$ cat config.mk
export PLATFORM = sky130hd
export DESIGN_NAME = icache_arbiter
export DESIGN_NICKNAME = d
export VERILOG_FILES = /design/src/rtl/icache_arbiter_pkg.sv /design/src/rtl/icache_arbiter_rr_arbiter.sv /design/src/rtl/icache_arbiter.sv
export SDC_FILE = /design/constraint.sdc
export NUM_CORES = 1
export LEC_CHECK = 0
export CAP_MARGIN = 20
export CORE_AREA = 2 2 404 406
export CTS_CLUSTER_DIAMETER = 50
export DETAILED_ROUTE_END_ITERATION = 16
export DIE_AREA = 0 0 406 408
export GPL_ROUTABILITY_DRIVEN = 0
export PLACE_DENSITY = 0.38
export SYNTH_ARGS = -nofsm -noshare
export SYNTH_HDL_FRONTEND = slang
export SYNTH_SLANG_ARGS = --single-unit
$ cat constraint.sdc
create_clock -name clk -period 2.4 [get_ports clk]
set_input_delay 0.48 -clock clk [delete_from_list [all_inputs] [get_ports clk]]
set_output_delay 0.48 -clock clk [all_outputs]
set_load 0.005 [all_outputs]
$ cat src/rtl/icache_arbiter_pkg.sv
// Shared types for the instruction-cache arbiter: request/response record,
// access types, FSM state encoding and the access_id width.
package icache_arbiter_pkg;

   localparam int MAX_REQ       = 8;
   localparam int ARB_IDX_WIDTH = $clog2(MAX_REQ);
   localparam int ADDR_W        = 32;
   localparam int DATA_W        = 64;

   typedef enum logic [1:0] {
      ACC_FETCH    = 2'd0,
      ACC_PREFETCH = 2'd1,
      ACC_INVAL    = 2'd2
   } access_type_e;

   // Same record carries requests towards the icache and responses back.
   typedef struct packed {
      logic                     vld;
      access_type_e             acc_type;
      logic [ARB_IDX_WIDTH-1:0] access_id;
      logic [ADDR_W-1:0]        addr;
      logic [DATA_W-1:0]        data;
   } request_t;

   typedef enum logic [1:0] {
      ST_IDLE     = 2'd0,
      ST_ISSUE    = 2'd1,
      ST_WAIT_RSP = 2'd2
   } arb_state_e;

endpackage

$ cat src/rtl/icache_arbiter_rr_arbiter.sv
// Combinational round-robin pick: the first set request at or after ptr_i
// (wrapping) wins. Produces a one-hot grant, its index and an any-grant flag.
module rr_arbiter
   import icache_arbiter_pkg::*;
#(
   parameter int NUM_REQ = 4,
   parameter int IW      = ARB_IDX_WIDTH
) (
   input  logic [NUM_REQ-1:0] req_i,
   input  logic [IW-1:0]      ptr_i,
   output logic [NUM_REQ-1:0] gnt_o,
   output logic [IW-1:0]      idx_o,
   output logic               vld_o
);

   // Scan priority positions k = 0.. from the pointer; first hit wins.
   always_comb begin
      gnt_o = '0;
      idx_o = '0;
      vld_o = 1'b0;
      for (int k = 0; k < NUM_REQ; k++) begin
         for (int j = 0; j < NUM_REQ; j++) begin
            if (!vld_o && req_i[j] && (((int'(ptr_i) + k) % NUM_REQ) == j)) begin
               vld_o    = 1'b1;
               gnt_o[j] = 1'b1;
               idx_o    = IW'(j);
            end
         end
      end
   end

endmodule

$ cat src/rtl/icache_arbiter.sv
// Shares one icache port among NUM_REQ ifetch units. Each requester owns a
// one-entry pending slot; a single access is outstanding at a time and the
// response is steered back by access_id with zero latency.
// Optional build macro ICACHE_ARB_PERF_EN adds per-requester grant/drop counters.
module icache_arbiter
   import icache_arbiter_pkg::*;
#(
   parameter int NUM_REQ = 4
) (
   input  logic                   clk,
   input  logic                   reset,
   input  request_t [NUM_REQ-1:0] req_in,
   output logic     [NUM_REQ-1:0] req_busy,
   output request_t [NUM_REQ-1:0] rsp_out,
   output request_t               icache_req,
   input  logic                   icache_busy,
   input  request_t               icache_rsp
`ifdef ICACHE_ARB_PERF_EN
   ,
   output logic [NUM_REQ-1:0][31:0] grant_cnt,
   output logic [NUM_REQ-1:0][15:0] drop_cnt
`endif
);

   localparam int IW = (NUM_REQ > 1) ? $clog2(NUM_REQ) : 1;

   arb_state_e             state_q, state_d;
   request_t [NUM_REQ-1:0] slot_q, slot_d;
   logic     [NUM_REQ-1:0] slot_vld_q, slot_vld_d;
   logic     [IW-1:0]      rr_ptr_q, rr_ptr_d;
   logic     [NUM_REQ-1:0] gnt_q, gnt_d;
   request_t               icache_req_q, icache_req_d;

   logic [NUM_REQ-1:0] arb_gnt;
   logic [IW-1:0]      arb_idx;
   logic               arb_vld;
   logic               grant_fire;

   rr_arbiter #(.NUM_REQ(NUM_REQ), .IW(IW)) u_rr (
      .req_i (slot_vld_q),
      .ptr_i (rr_ptr_q),
      .gnt_o (arb_gnt),
      .idx_o (arb_idx),
      .vld_o (arb_vld)
   );

   // Grant decision is taken in IDLE only; busy is not looked at afterwards.
   assign grant_fire = (state_q == ST_IDLE) && arb_vld && !icache_busy;

   // Slot fill/clear: the issued slot frees when leaving ISSUE; a request
   // hitting a full slot (including that ISSUE cycle) is dropped.
   always_comb begin
      slot_d     = slot_q;
      slot_vld_d = slot_vld_q;
      for (int i = 0; i < NUM_REQ; i++) begin
         if (state_q == ST_ISSUE && gnt_q[i]) begin
            slot_vld_d[i] = 1'b0;
         end else if (req_in[i].vld && !slot_vld_q[i]) begin
            slot_vld_d[i] = 1'b1;
            slot_d[i]     = req_in[i];
         end
      end
   end

   // FSM next state; the icache request is registered at the grant edge so
   // it is valid for exactly the ISSUE cycle.
   always_comb begin
      state_d      = state_q;
      rr_ptr_d     = rr_ptr_q;
      gnt_d        = gnt_q;
      icache_req_d = '0;
      case (state_q)
         ST_IDLE: begin
            if (grant_fire) begin
               state_d                = ST_ISSUE;
               gnt_d                  = arb_gnt;
               rr_ptr_d               = (arb_idx == IW'(NUM_REQ - 1)) ? '0 : arb_idx + 1'b1;
               icache_req_d           = slot_q[arb_idx];
               icache_req_d.vld       = 1'b1;
               icache_req_d.access_id = ARB_IDX_WIDTH'(arb_idx);
            end
         end
         ST_ISSUE:    state_d = ST_WAIT_RSP;
         ST_WAIT_RSP: if (icache_rsp.vld) state_d = ST_IDLE;
         default:     state_d = ST_IDLE;
      endcase
   end

   // Zero-latency response steering; out-of-range ids and stray responses
   // outside WAIT_RSP are swallowed.
   always_comb begin
      rsp_out = '0;
      if (!reset && state_q == ST_WAIT_RSP && icache_rsp.vld &&
          int'(icache_rsp.access_id) < NUM_REQ)
         rsp_out[icache_rsp.access_id[IW-1:0]] = icache_rsp;
   end

   // State registers with synchronous reset.
   always_ff @(posedge clk) begin
      if (reset) begin
         state_q      <= ST_IDLE;
         slot_q       <= '0;
         slot_vld_q   <= '0;
         rr_ptr_q     <= '0;
         gnt_q        <= '0;
         icache_req_q <= '0;
      end else begin
         state_q      <= state_d;
         slot_q       <= slot_d;
         slot_vld_q   <= slot_vld_d;
         rr_ptr_q     <= rr_ptr_d;
         gnt_q        <= gnt_d;
         icache_req_q <= icache_req_d;
      end
   end

   assign req_busy   = slot_vld_q;
   assign icache_req = icache_req_q;

`ifdef ICACHE_ARB_PERF_EN
   logic [NUM_REQ-1:0][31:0] grant_cnt_q;
   logic [NUM_REQ-1:0][15:0] drop_cnt_q;

   // Grant counters wrap; drop counters saturate.
   always_ff @(posedge clk) begin
      if (reset) begin
         grant_cnt_q <= '0;
         drop_cnt_q  <= '0;
      end else begin
         for (int i = 0; i < NUM_REQ; i++) begin
            if (grant_fire && arb_gnt[i])
               grant_cnt_q[i] <= grant_cnt_q[i] + 32'd1;
            if (req_in[i].vld && slot_vld_q[i] && drop_cnt_q[i] != 16'hFFFF)
               drop_cnt_q[i] <= drop_cnt_q[i] + 16'd1;
         end
      end
   end

   assign grant_cnt = grant_cnt_q;
   assign drop_cnt  = drop_cnt_q;
`endif

endmodule
# Yosys cells after proc, flatten, opt, wreduce, memory -nomap -nowiden
# Cells that the tools add are included.
[word_totals] regBits=522 in_bits=513 out_inout_bits=514 word_cells=210
[classes] n_lt_le_gt_ge=4 n_eq_ne=17 add_sub_neg=4 n_mux=56 n_reduce_logical=86 bitwise_logic=10
[ops] op="$and A408 B408 Y408" count=1
[ops] op="$mux W408" count=1
[ops] op="$bmux W102 S2" count=1
[ops] op="$demux W102 S2" count=1
[ops] op="$mux W102" count=2
[ops] op="$logic_not A32 Y1" count=4
[ops] op="$mux W101" count=1
[ops] op="$logic_and A1 B1 Y1" count=45
[ops] op="$mux W2" count=17
[ops] op="$mux W1" count=32
[ops] op="$logic_not A1 Y1" count=21
[ops] op="$eq A3 B3 Y1 const B" count=6
[ops] op="$reduce_or A2 Y1" count=8
[ops] op="$reduce_and A2 Y1" count=6
[ops] op="$eq A3 B2 Y1 const B" count=3
[ops] op="$eq A2 B2 Y1 const B" count=4
[ops] op="$lt A2 B3 Y1 const B" count=2
[ops] op="$not A1 Y1" count=6
[ops] op="$pmux W2 S3" count=1
[ops] op="$add A2 B1 Y2 const B" count=2
[ops] op="$add A2 B2 Y2 const B" count=2
[ops] op="$eq A2 B1 Y1 const B" count=2
[ops] op="$ne A2 B2 Y1 const B" count=2
[ops] op="$and A1 B1 Y1 const A" count=3
[ops] op="4 further kinds" count=4

# Longest topological paths before layout
# Gate-level depths: netlist of run 1.
[depth] depth_word=67 ltp_mapped=12 ltp_nobuf=8

# Hierarchy
# A second synthesis of run 1 with hierarchy kept.
[unflattened] cells_unflattened=2633 area_unflattened_um2=25804.7
[modules_own_cells] module="icache_arbiter" area_each_um2=25655.9 n_inst=1 cells_per_inst=2606 seq_area_each_um2=10109.7
[modules_own_cells] module="rr_arbiter" area_each_um2=148.9 n_inst=1 cells_per_inst=27 seq_area_each_um2=0.0

# Worst setup path after synthesis of run 1
# OpenSTA, ideal clock, no wires.
[synth_path] path_type="input to output" start="input port icache_rsp[98] (netlist name)" end="output port rsp_out[181] (netlist name)" t_arrival_ns=1.663 stages=6 t_required_ns=1.920 n_path_buf=2 slack_ns=0.257 path_cell_list="nor2_1 nand4b_2 nor3_2 buf_2 clkbuf_2 and2_1"
[synth_rtl] element="start: declaration" line_no="icache_arbiter.sv:17" rtl="input request_t icache_rsp"
[synth_rtl] element="end: declaration" line_no="icache_arbiter.sv:14" rtl="output request_t [NUM_REQ-1:0] rsp_out,"

==> run metrics, run 1 <==
period utilization 137%; status finished with violations; Final Non-Filler Cells 6064; most common cell after layout, fill and taps aside nand2_1; cell depth of the worst hold path 3; DRT iter0 DRCs 1137; initial cell density of the core 13.4%; worst-path maximum fanout 13; Cell Chain, Critical Path nor2_4 -> nand4b_4 -> buf_12 -> nor3_4 -> buf_12 -> buf_16 -> clkbuf_16 -> and2_1 -> clkdlybuf4s50_1; clk buf depth 3; clk_lat worst skew 0.66 ns; R2R cell count 7; routed vias 23500; CP Data Required Time 1.92 ns; Mapped Cells 2687; Rows 148; Residual DRC 0; Worst Setup Start Kind register; design area 40300 sq um; Crit Path Class reg -> out; most used cell, CP buf_12; Synth Register Bits 505; clock root cell clkbuf_16; detailed placer's ending HPWL 113 mm; Setup WS post-layout -0.880 ns; TritonCTS clock tree built; crit path time final 3.28 ns; Crit. path cell count 9; DP Area 36700 sq um; Post-synth EDFFs 0; # hold bufs at CTS 0; worst hold path class in -> reg; CP delay by family, top buffers and inverters; Die Span Y 408 um; total track usage 17.0%; CTS Sinks 505; headroom to the max-slew limit 26.4%; H-tree depth 3; max_cap viols 0; grt total ovfl 0; WHS 0.365 ns; slowest cell delay on critical path 0.51 ns; Arr. time, crit path 2.80 ns; share of cells above drive strength 1 15.2%; nets@finish 4321; vias per std cell 3.87; actual slew at the worst max-slew pin 1.10 ns; first drt pass iteration count 5; RSZ-0062 raised after global routing true; Fmax achieved 0.305 GHz; Synth Flop Type dfxtp_1; clock slew at reported path FFs 0.06 ns; Critical Path Sink Type output port; initial antenna violation count 34; asr flop ratio synth 0%; most frequent cells in the layout 793 x nand2_1, 751 x clkdlybuf4s50_1, 504 x dfxtp_1, 397 x a21oi_1, 390 x and2_1; IO Pins 1027; Synth cell types 42; # setup viols final 399; slowest CP cell clkdlybuf4s50_1; vias in the first global route 23600; total clock buffers created by CTS 85; leakage 16.9 nW; # placed instances 5858; violated checks setup timing; core box area 162000 sq um; Routed Antenna Nets 0; Post-Syn Area 21700 sq um; largest net degree at the start of global routing 177; Die Area 166000 sq um; Synthesis Warnings 0; Power Total 25.7 mW; Setup Skew 0.0431 ns; drt wl/cell 24.4 um; average cell area after synthesis 8.09 sq um; Final Hold Fails 0; DRT Wirelength 148 mm; Area contributors post-synth dfxtp_1 47%, nand2_1 14%, and2_1 11%; first-pass GRT wire length 196 mm; top cell type's share of synthesized area 46.5%; Synth area leader dfxtp_1; DIE WIDTH 406 um; Power per Cell Area 637 nW/um^2; sequential share of the synthesized area 46.5%; WP buf/inv 5; # port buffers 1005; Area growth, synth to finish 85.6%; Peak VDD IR 386 uV; Post-Route Utilization 24.9%; final slew viol count 0
per-layer routing:
metal	GRT usage [%]	wire, um
met3	4.36	9000
met5	0	157
met4	7.53	7520
met2	32.3	78600
met1	17.1	52400
kinds of logic after synthesis:
kind of cell / synth area share (%)
adder cells (fa/ha/maj): 0.0576
multiplexers: 9.03
AO/OA/AOI/OAI: 12.8
buffers and inverters: 5.29
other: 0.0173
AND/OR/NAND/NOR: 26.3
flip-flops: 46.5
through the flow:
stage	worst slack [ns]	setup TNS (ns)
3_3_place_gp	-0.936	-323.90
6_report	-0.880	-237.47
5_1_grt	-0.979	-288.07
3_5_place_dp	-0.888	-311.88
4_1_cts	-0.992	-321.64
2_1_floorplan	0.257	0
sequential cells by signal (all words and copies together), names as in the netlist:
register,count
icache_req,101
slot_q,392
rr_ptr_q,2
state_q,2
req_busy,4
gnt_q,4
path summary, 6_finish.rpt:
kind,to,from,slack [ns]
setup / recovery,rsp_out[277],state_q[0]$_SDFFE_PP0P_,-0.88
hold / removal,slot_q[28]$_SDFFE_PP0P_,req_in[28],0.36
setup reg to reg,icache_req[9]$_SDFF_PP0_,rr_ptr_q[0]$_SDFFE_PP0P_,0.22
hold reg to reg,slot_q[365]$_SDFFE_PP0P_,slot_q[365]$_SDFFE_PP0P_,0.45
tightest hold or removal path: cells and delay by family:
kind,cells,cell delay [ns]
buffers and inverters,1,0.40
AO/OA/AOI/OAI,1,0.05
AND/OR/NAND/NOR,1,0.05
Yosys cell counts, types with 2 or more instances:
library cell,instances
o21ai_0,3
nor3_1,5
mux2i_1,196
buf_4,14
clkbuf_1,135
o22ai_1,100
nand3b_1,4
nand2b_1,2
nor2b_1,3
buf_2,63
a21oi_1,397
buf_6,16
and2_1,392
and3b_1,3
inv_2,3
nand3_1,3
nor2_1,15
a211oi_1,4
clkbuf_2,3
dfxtp_1,505
nand2_1,793
inv_1,4
a21boi_0,2
nor3_2,4
final cells by class:
cell class              instances  area (sq um)
fillers                     17800        121000
repair buffers               1256         13900
multi-input cells            1952         10600
flip-flops and latches        505         10100
well taps                    2175          2720
clock buffers                 110          2380
clock inverters                48           563
diodes                         11          27.5
inverters                       7          26.3
repair_timing:
item	CTS	global route
buffers inserted	8	13
pin swaps	2	2
gates resized for setup	224	188
setup endpoints to repair	403	401
hold endpoints to repair	0	0
cloned	8	8
power breakdown:
group / switching (mW) / total [mW] / internal, mW / leakage [nW]
clock: 4.71 / 12.6 / 7.86 / 1.43
sequential: 0.232 / 9.08 / 8.84 / 4.13
combinational: 2.08 / 4.03 / 1.95 / 11.4
Note: power is estimated with default switching activity, not from simulation.
==> inputs of run 2 (changes only) <==
--- a/config.mk
+++ b/config.mk
@@ -6,12 +6,12 @@
 export NUM_CORES = 1
 export LEC_CHECK = 0
 export CAP_MARGIN = 20
-export CORE_AREA = 2 2 404 406
+export CORE_AREA = 5 5 395 397
 export CTS_CLUSTER_DIAMETER = 50
 export DETAILED_ROUTE_END_ITERATION = 16
-export DIE_AREA = 0 0 406 408
+export DIE_AREA = 0 0 400 402
 export GPL_ROUTABILITY_DRIVEN = 0
-export PLACE_DENSITY = 0.38
+export PLACE_DENSITY = 0.4
 export SYNTH_ARGS = -nofsm -noshare
 export SYNTH_HDL_FRONTEND = slang
 export SYNTH_SLANG_ARGS = --single-unit
==> run metrics, run 2 (synthesis results as in run 1) <==
fillers 16600; # port buffers 1005; clock slew at reported path FFs 0.06 ns; TritonCTS clock tree built; R2R cell count 7; status finished with violations; worst-path maximum fanout 29; first drt pass iteration count 5; Setup Skew 0.0328 ns; Crit Path Class reg -> out; design area 41300 sq um; grt total ovfl 0; crit path time final 3.34 ns; Power Total 25.9 mW; initial cell density of the core 14.3%; period utilization 139%; clock root cell clkbuf_16; clk buf depth 3; cell depth of the worst hold path 3; Setup WS post-layout -0.944 ns; DP Area 36900 sq um; slowest CP cell clkdlybuf4s50_1; Worst Setup Start Kind register; Routed Antenna Nets 0; actual slew at the worst max-slew pin 1.04 ns; WHS 0.341 ns; slowest cell delay on critical path 0.51 ns; internal cell power 18.8 mW; Residual DRC 0; vias in the first global route 24300; largest net degree at the start of global routing 154; Post-Route Utilization 27.3%; # setup viols final 399; CP delay by family, top buffers and inverters; share of cells above drive strength 1 25.6%; IO Pins 1027; Die Area 161000 sq um; DRT Wirelength 149 mm; max reg flops 392; Cell Chain, Critical Path nor2_4 -> nand4b_4 -> buf_12 -> buf_6 -> nor3_4 -> buf_12 -> buf_16 -> and2_1 -> clkdlybuf4s50_1; worst hold path class in -> reg; Biggest register slot_q; total track usage 17.5%; core box area 152000 sq um; DRT iter0 DRCs 1213; clk_lat worst skew 0.67 ns; Die Span Y 402 um; switch share 27.4%; Power per Cell Area 627 nW/um^2; Arr. time, crit path 2.86 ns; RSZ-0062 raised after global routing true; nets@finish 4476; CTS Sinks 505; Critical Path Sink Type output port; Final Hold Fails 0; P_sw 7.10 mW; Reg power frac 35.0%; Setup TNS Final -258.82 ns; most used cell, CP buf_12; WP buf/inv 5; combinational group share of total power 16.0%; most frequent cells in the layout 793 x nand2_1, 623 x clkdlybuf4s50_1, 504 x dfxtp_1, 397 x a21oi_1, 283 x and2_1; vias per std cell 3.93; Crit. path cell count 9; headroom to the max-slew limit 30.5%; Clk pwr share 48.9%; first-pass GRT wire length 197 mm; Peak VDD IR 444 uV; routed vias 23900; Fmax achieved 0.299 GHz; violated checks setup timing; final slew viol count 0; initial antenna violation count 56; Rows 143; leakage 17.8 nW; detailed placer's ending HPWL 116 mm; drt wl/cell 24.5 um; Area growth, synth to finish 90.1%; most common cell after layout, fill and taps aside nand2_1; total clock buffers created by CTS 82; CP Data Required Time 1.92 ns; max_cap viols 0; DIE WIDTH 400 um; H-tree depth 3
run 2: cell count changes in the layout (fill, tap and decap cells not counted), sizes merged, moves of 5 or more:
| cell | previous run | this run |
|---|---|---|
| buf | 326 | 645 |
| clkbuf | 165 | 197 |
| clkdlybuf4s15 | 39 | 21 |
| clkdlybuf4s50 | 751 | 623 |
| clkinv | 20 | 15 |
| diode | 11 | 17 |
| dlygate4sd2 | 27 | 3 |
| dlymetal6s2s | 55 | 28 |
run 2: path summary, 6_finish.rpt:
| check | from | end | slack, ns |
|---|---|---|---|
| max reg2reg | rr_ptr_q[0]$_SDFFE_PP0P_ | icache_req[18]$_SDFF_PP0_ | 0.31 |
| min reg2reg | slot_q[136]$_SDFFE_PP0P_ | slot_q[136]$_SDFFE_PP0P_ | 0.45 |
| max | state_q[0]$_SDFFE_PP0P_ | rsp_out[151] | -0.94 |
| min | req_in[260] | slot_q[260]$_SDFFE_PP0P_ | 0.34 |
run 2: power groups by stage:
stage               Clock (mW)  Sequential [mW]  Combinational (mW)
global placement             0             9.24                4.20
detailed placement           0             9.25                4.20
global route              13.4             9.12                4.45
finish                    12.7             9.08                4.16
floorplan                    0             9.18                1.66
CTS                       13.0             9.08                4.23
run 2: area by class of cell:
type | instances | area, sq um | area share, %
Clock inverter | 48 | 703 | 1.70
Sequential cell | 505 | 10100 | 24.5
Multi-Input combinational cell | 1952 | 10900 | 26.3
Clock buffer | 103 | 2250 | 5.45
Antenna cell | 17 | 42.5 | 0.103
Tap cell | 2030 | 2540 | 6.15
Inverter | 7 | 26.3 | 0.0636
Timing Repair Buffer | 1414 | 14800 | 35.8
run 2: per-layer routing:
| metal | up-vias | global-route usage [%] | share of wire (%) | wire length (um) |
|---|---|---|---|---|
| met5 | - | 0 | 0.22 | 325 |
| met4 | 46 | 7.79 | 5.1 | 7570 |
| met3 | 262 | 5.33 | 7.4 | 11000 |
| met2 | 791 | 32.4 | 52 | 77400 |
| met1 | 11400 | 17.9 | 35 | 52600 |
| li1 | 11400 | - | - | - |
run 2: timing repair:
item                       in CTS  in global routing
buffers inserted               45                 79
cloned                         13                 11
setup endpoints to repair     404                404
pin swaps                      21                 32
gates resized for setup       623                662
hold buffers                    0                  0
hold endpoints to repair        0                  0
run 2: per-stage QoR:
step / worst slack (ns) / cells
after global routing: -1.07 / 6061
after detailed placement: -0.920 / 5771
after CTS: -1.06 / 5980
final: -0.944 / 6076
after global placement: -0.930 / 5771
after floorplan: 0.257 / 2695
run 2: worst reg2reg max path: stages, from the launching register on:
cell     delay (ns)
dfxtp_1        0.45
nor2b_1        0.12
nor3_1         0.33
o22ai_4        0.16
buf_12         0.20
buf_12         0.20
mux2i_1        0.36
o22ai_1        0.15
==> inputs of run 3 (changes only) <==
--- a/config.mk
+++ b/config.mk
@@ -5,13 +5,14 @@
 export SDC_FILE = /design/constraint.sdc
 export NUM_CORES = 1
 export LEC_CHECK = 0
+export ABC_AREA = 1
 export CAP_MARGIN = 20
-export CORE_AREA = 5 5 395 397
+export CORE_AREA = 5 5 401 403
 export CTS_CLUSTER_DIAMETER = 50
 export DETAILED_ROUTE_END_ITERATION = 16
-export DIE_AREA = 0 0 400 402
+export DIE_AREA = 0 0 406 408
 export GPL_ROUTABILITY_DRIVEN = 0
-export PLACE_DENSITY = 0.4
+export PLACE_DENSITY = 0.39
 export SYNTH_ARGS = -nofsm -noshare
 export SYNTH_HDL_FRONTEND = slang
 export SYNTH_SLANG_ARGS = --single-unit
==> constraint.sdc (replaced) <==
create_clock -name clk -period 2.4 [get_ports clk]
set_input_delay 0.48 -clock clk [delete_from_list [all_inputs] [get_ports clk]]
set_output_delay 0.48 -clock clk [all_outputs]
set_load 0.02 [all_outputs]
==> run metrics, run 3 <==
status finished with violations; violated checks setup timing; Crit Path Class in -> out; most common cell after layout, fill and taps aside nor2_1; drt wl/cell 23.5 um; TritonCTS clock tree built; most frequent cells in the layout 646 x nor2_1, 604 x clkdlybuf4s50_1, 499 x dfxtp_1, 409 x o21ai_0, 338 x inv_1; combinational group share of total power 34.7%; initial cell density of the core 14.2%; switch share 35.2%; Reg-to-Reg End icache_req[40]$_SDFF_PP0_; Rows 146; Clk pwr share 37.0%; Crit. path cell count 12; Final Hold Fails 0; Post-synth EDFFs 0; Fmax achieved 0.323 GHz; Die Area 166000 sq um; M1 WL 70.2 mm; Final Non-Filler Cells 6702; slowest cell delay on critical path 0.46 ns; Critical Path Sink Type output port; clock slew at reported path FFs 0.05 ns; leakage 19.4 nW; Power per Cell Area 766 nW/um^2; nets@finish 5052; sequential share of the synthesized area 45.2%; vias in the first global route 25500; clk buf depth 3; P_sw 11.9 mW; total track usage 16.9%; Synth Flop Type dfxtp_1; R2R cell count 15; DIE WIDTH 406 um; Setup WS post-layout -0.693 ns; IO Pins 1027; Synth Register Bits 505; # setup viols final 507; WP buf/inv 8; Synth area leader dfxtp_1; cell depth of the worst hold path 3; clock root cell clkbuf_16; period utilization 129%; headroom to the max-slew limit 22.5%; largest net degree at the start of global routing 195; Post-Route Utilization 28.1%; asr flop ratio synth 0%; detailed placer's ending HPWL 114 mm; internal cell power 21.9 mW; Routed Antenna Nets 0; actual slew at the worst max-slew pin 1.16 ns; share of cells above drive strength 1 24.8%; worst-path maximum fanout 13; # placed instances 6417; Setup Skew 0.0638 ns; crit path time final 3.09 ns; clk_lat worst skew 0.71 ns; Post-synth top cells 800 x nor2_1, 505 x dfxtp_1, 429 x o21ai_0; slowest CP cell clkdlybuf4s50_1; top cell type's share of synthesized area 45.2%; Synth cell types 27; CP delay by family, top buffers and inverters; Post-Syn Area 22400 sq um; Peak VDD IR 471 uV; worst hold path class in -> reg; Reg power frac 28.2%; CTS Sinks 505; Met3 Wirelength 15.7 mm; H-tree depth 3; vias per std cell 4.05; DRT Wirelength 157 mm; Synthesis Warnings 0; Arr. time, crit path 2.61 ns; average cell area after synthesis 6.71 sq um; first drt pass iteration count 7; final slew viol count 0; highest routed metal layer met5; RSZ-0062 raised after global routing true; # hold bufs at CTS 0; Cell Chain, Critical Path clkdlybuf4s50_1 -> inv_1 -> nor2_1 -> nand3_4 -> buf_6 -> nor3_4 -> inv_4 -> clkbuf_16 -> buf_4 -> clkbuf_16 -> nor2_1 -> buf_4; # port buffers 1005; total clock buffers created by CTS 84; met2 wire length 68.3 mm; Reg2Reg Launch Point rr_ptr_q[0]$_SDFFE_PP0P_; max_cap viols 0; worst min-delay path endpoint req_busy[2]$_SDFFE_PP0P_; Area growth, synth to finish 97.4%; reg2reg setup slack -0.39 ns; Worst Setup Start Kind primary input; DRT iter0 DRCs 1604; first-pass GRT wire length 200 mm; WHS 0.396 ns; core box area 157000 sq um; Area contributors post-synth dfxtp_1 45%, nor2_1 13%, o21ai_0 9.6%; initial antenna violation count 54; Biggest register slot_q; grt total ovfl 0; Mapped Cells 3333; Residual DRC 0; max reg flops 392; CP Data Required Time 1.92 ns; Die Span Y 408 um; routed vias 27100; cell with the most instances after synthesis nor2_1; hold_sp req_in[305]
==> run 3: cell count changes after synthesis, sizes merged, moves of 127 or more <==
cell   delta
nor2    +787
o21ai   +432
nand2   -393
and2    -392
inv     +340
nand3   +225
mux2i   -196
a21oi   -127
==> run 3: routing by layer <==
metal  GRT usage (%)  vias to the layer above
li1                -                    13000
met1            22.2                    13000
met2            25.5                      974
met3            7.23                      174
met4            4.61                       22
met5               0                        -
==> run 3: worst max path at each step <==
stage                             start                       end  slack (ns)
6_report                icache_rsp[101]               rsp_out[40]       -0.69
5_1_grt         state_q[1]$_SDFFE_PP0P_               rsp_out[40]       -0.79
4_1_cts         state_q[1]$_SDFFE_PP0P_              rsp_out[389]       -0.76
3_5_place_dp            icache_rsp[101]              rsp_out[340]       -1.11
3_3_place_gp            icache_rsp[101]               rsp_out[20]       -1.11
2_1_floorplan  req_busy[1]$_SDFFE_PP0P_  rr_ptr_q[1]$_SDFFE_PP0P_       -0.11
==> run 3: power groups by stage <==
stage	registers [mW]	logic [mW]	clock network [mW]
floorplan	9.90	4.22	0
global placement	9.70	8.94	0
detailed placement	9.70	8.92	0
CTS	9.53	8.98	12.9
global route	9.64	12.6	13.3
finish	9.56	11.8	12.5
==> run 3: final cells by class <==
class / count / area [sq um]
multi-input combinational: 2221 / 12000
tap: 2072 / 2590
antenna: 23 / 57.6
clock inverter: 52 / 662
inverter: 350 / 1360
fill: 17200 / 113000
timing repair buffer: 1376 / 15100
sequential: 505 / 10100
clock buffer: 103 / 2230
==> run 3: repair_timing <==
| item | CTS | global route |
|---|---|---|
| pin swaps | 2 | 95 |
| setup buffers | 11 | 52 |
| gates cloned | 2 | 51 |
| resized for setup | 706 | 908 |
| setup endpoints to repair | 511 | 553 |
| hold endpoints to repair | 0 | 0 |
==> run 3: cell families after synthesis <==
group / count (synthesis) / synth area share [%]
other: 1 / 0.0168
AO/OA/AOI/OAI: 710 / 15.9
flip-flops: 505 / 45.2
buffers and inverters: 616 / 11.2
AND/OR/NAND/NOR: 1500 / 27.6
adder cells (fa/ha/maj): 1 / 0.0559
==> run 3: stage by stage <==
stage | area [sq um] | power (mW) | TNS (ns) | setup WS (ns)
2_1_floorplan | 22500 | 14.1 | -0.195 | -0.105
3_3_place_gp | 37000 | 18.6 | -464.09 | -1.11
3_5_place_dp | 37000 | 18.6 | -458.35 | -1.11
4_1_cts | 40000 | 31.4 | -253.26 | -0.756
5_1_grt | 44200 | 35.5 | -305.89 | -0.786
6_report | 44200 | 33.8 | -247.31 | -0.693
==> run 3: tightest hold or removal path, cell delays in order <==
cell and delay [ns]:
clkdlybuf4s50_1 0.40, inv_1 0.08, a21oi_1 0.06
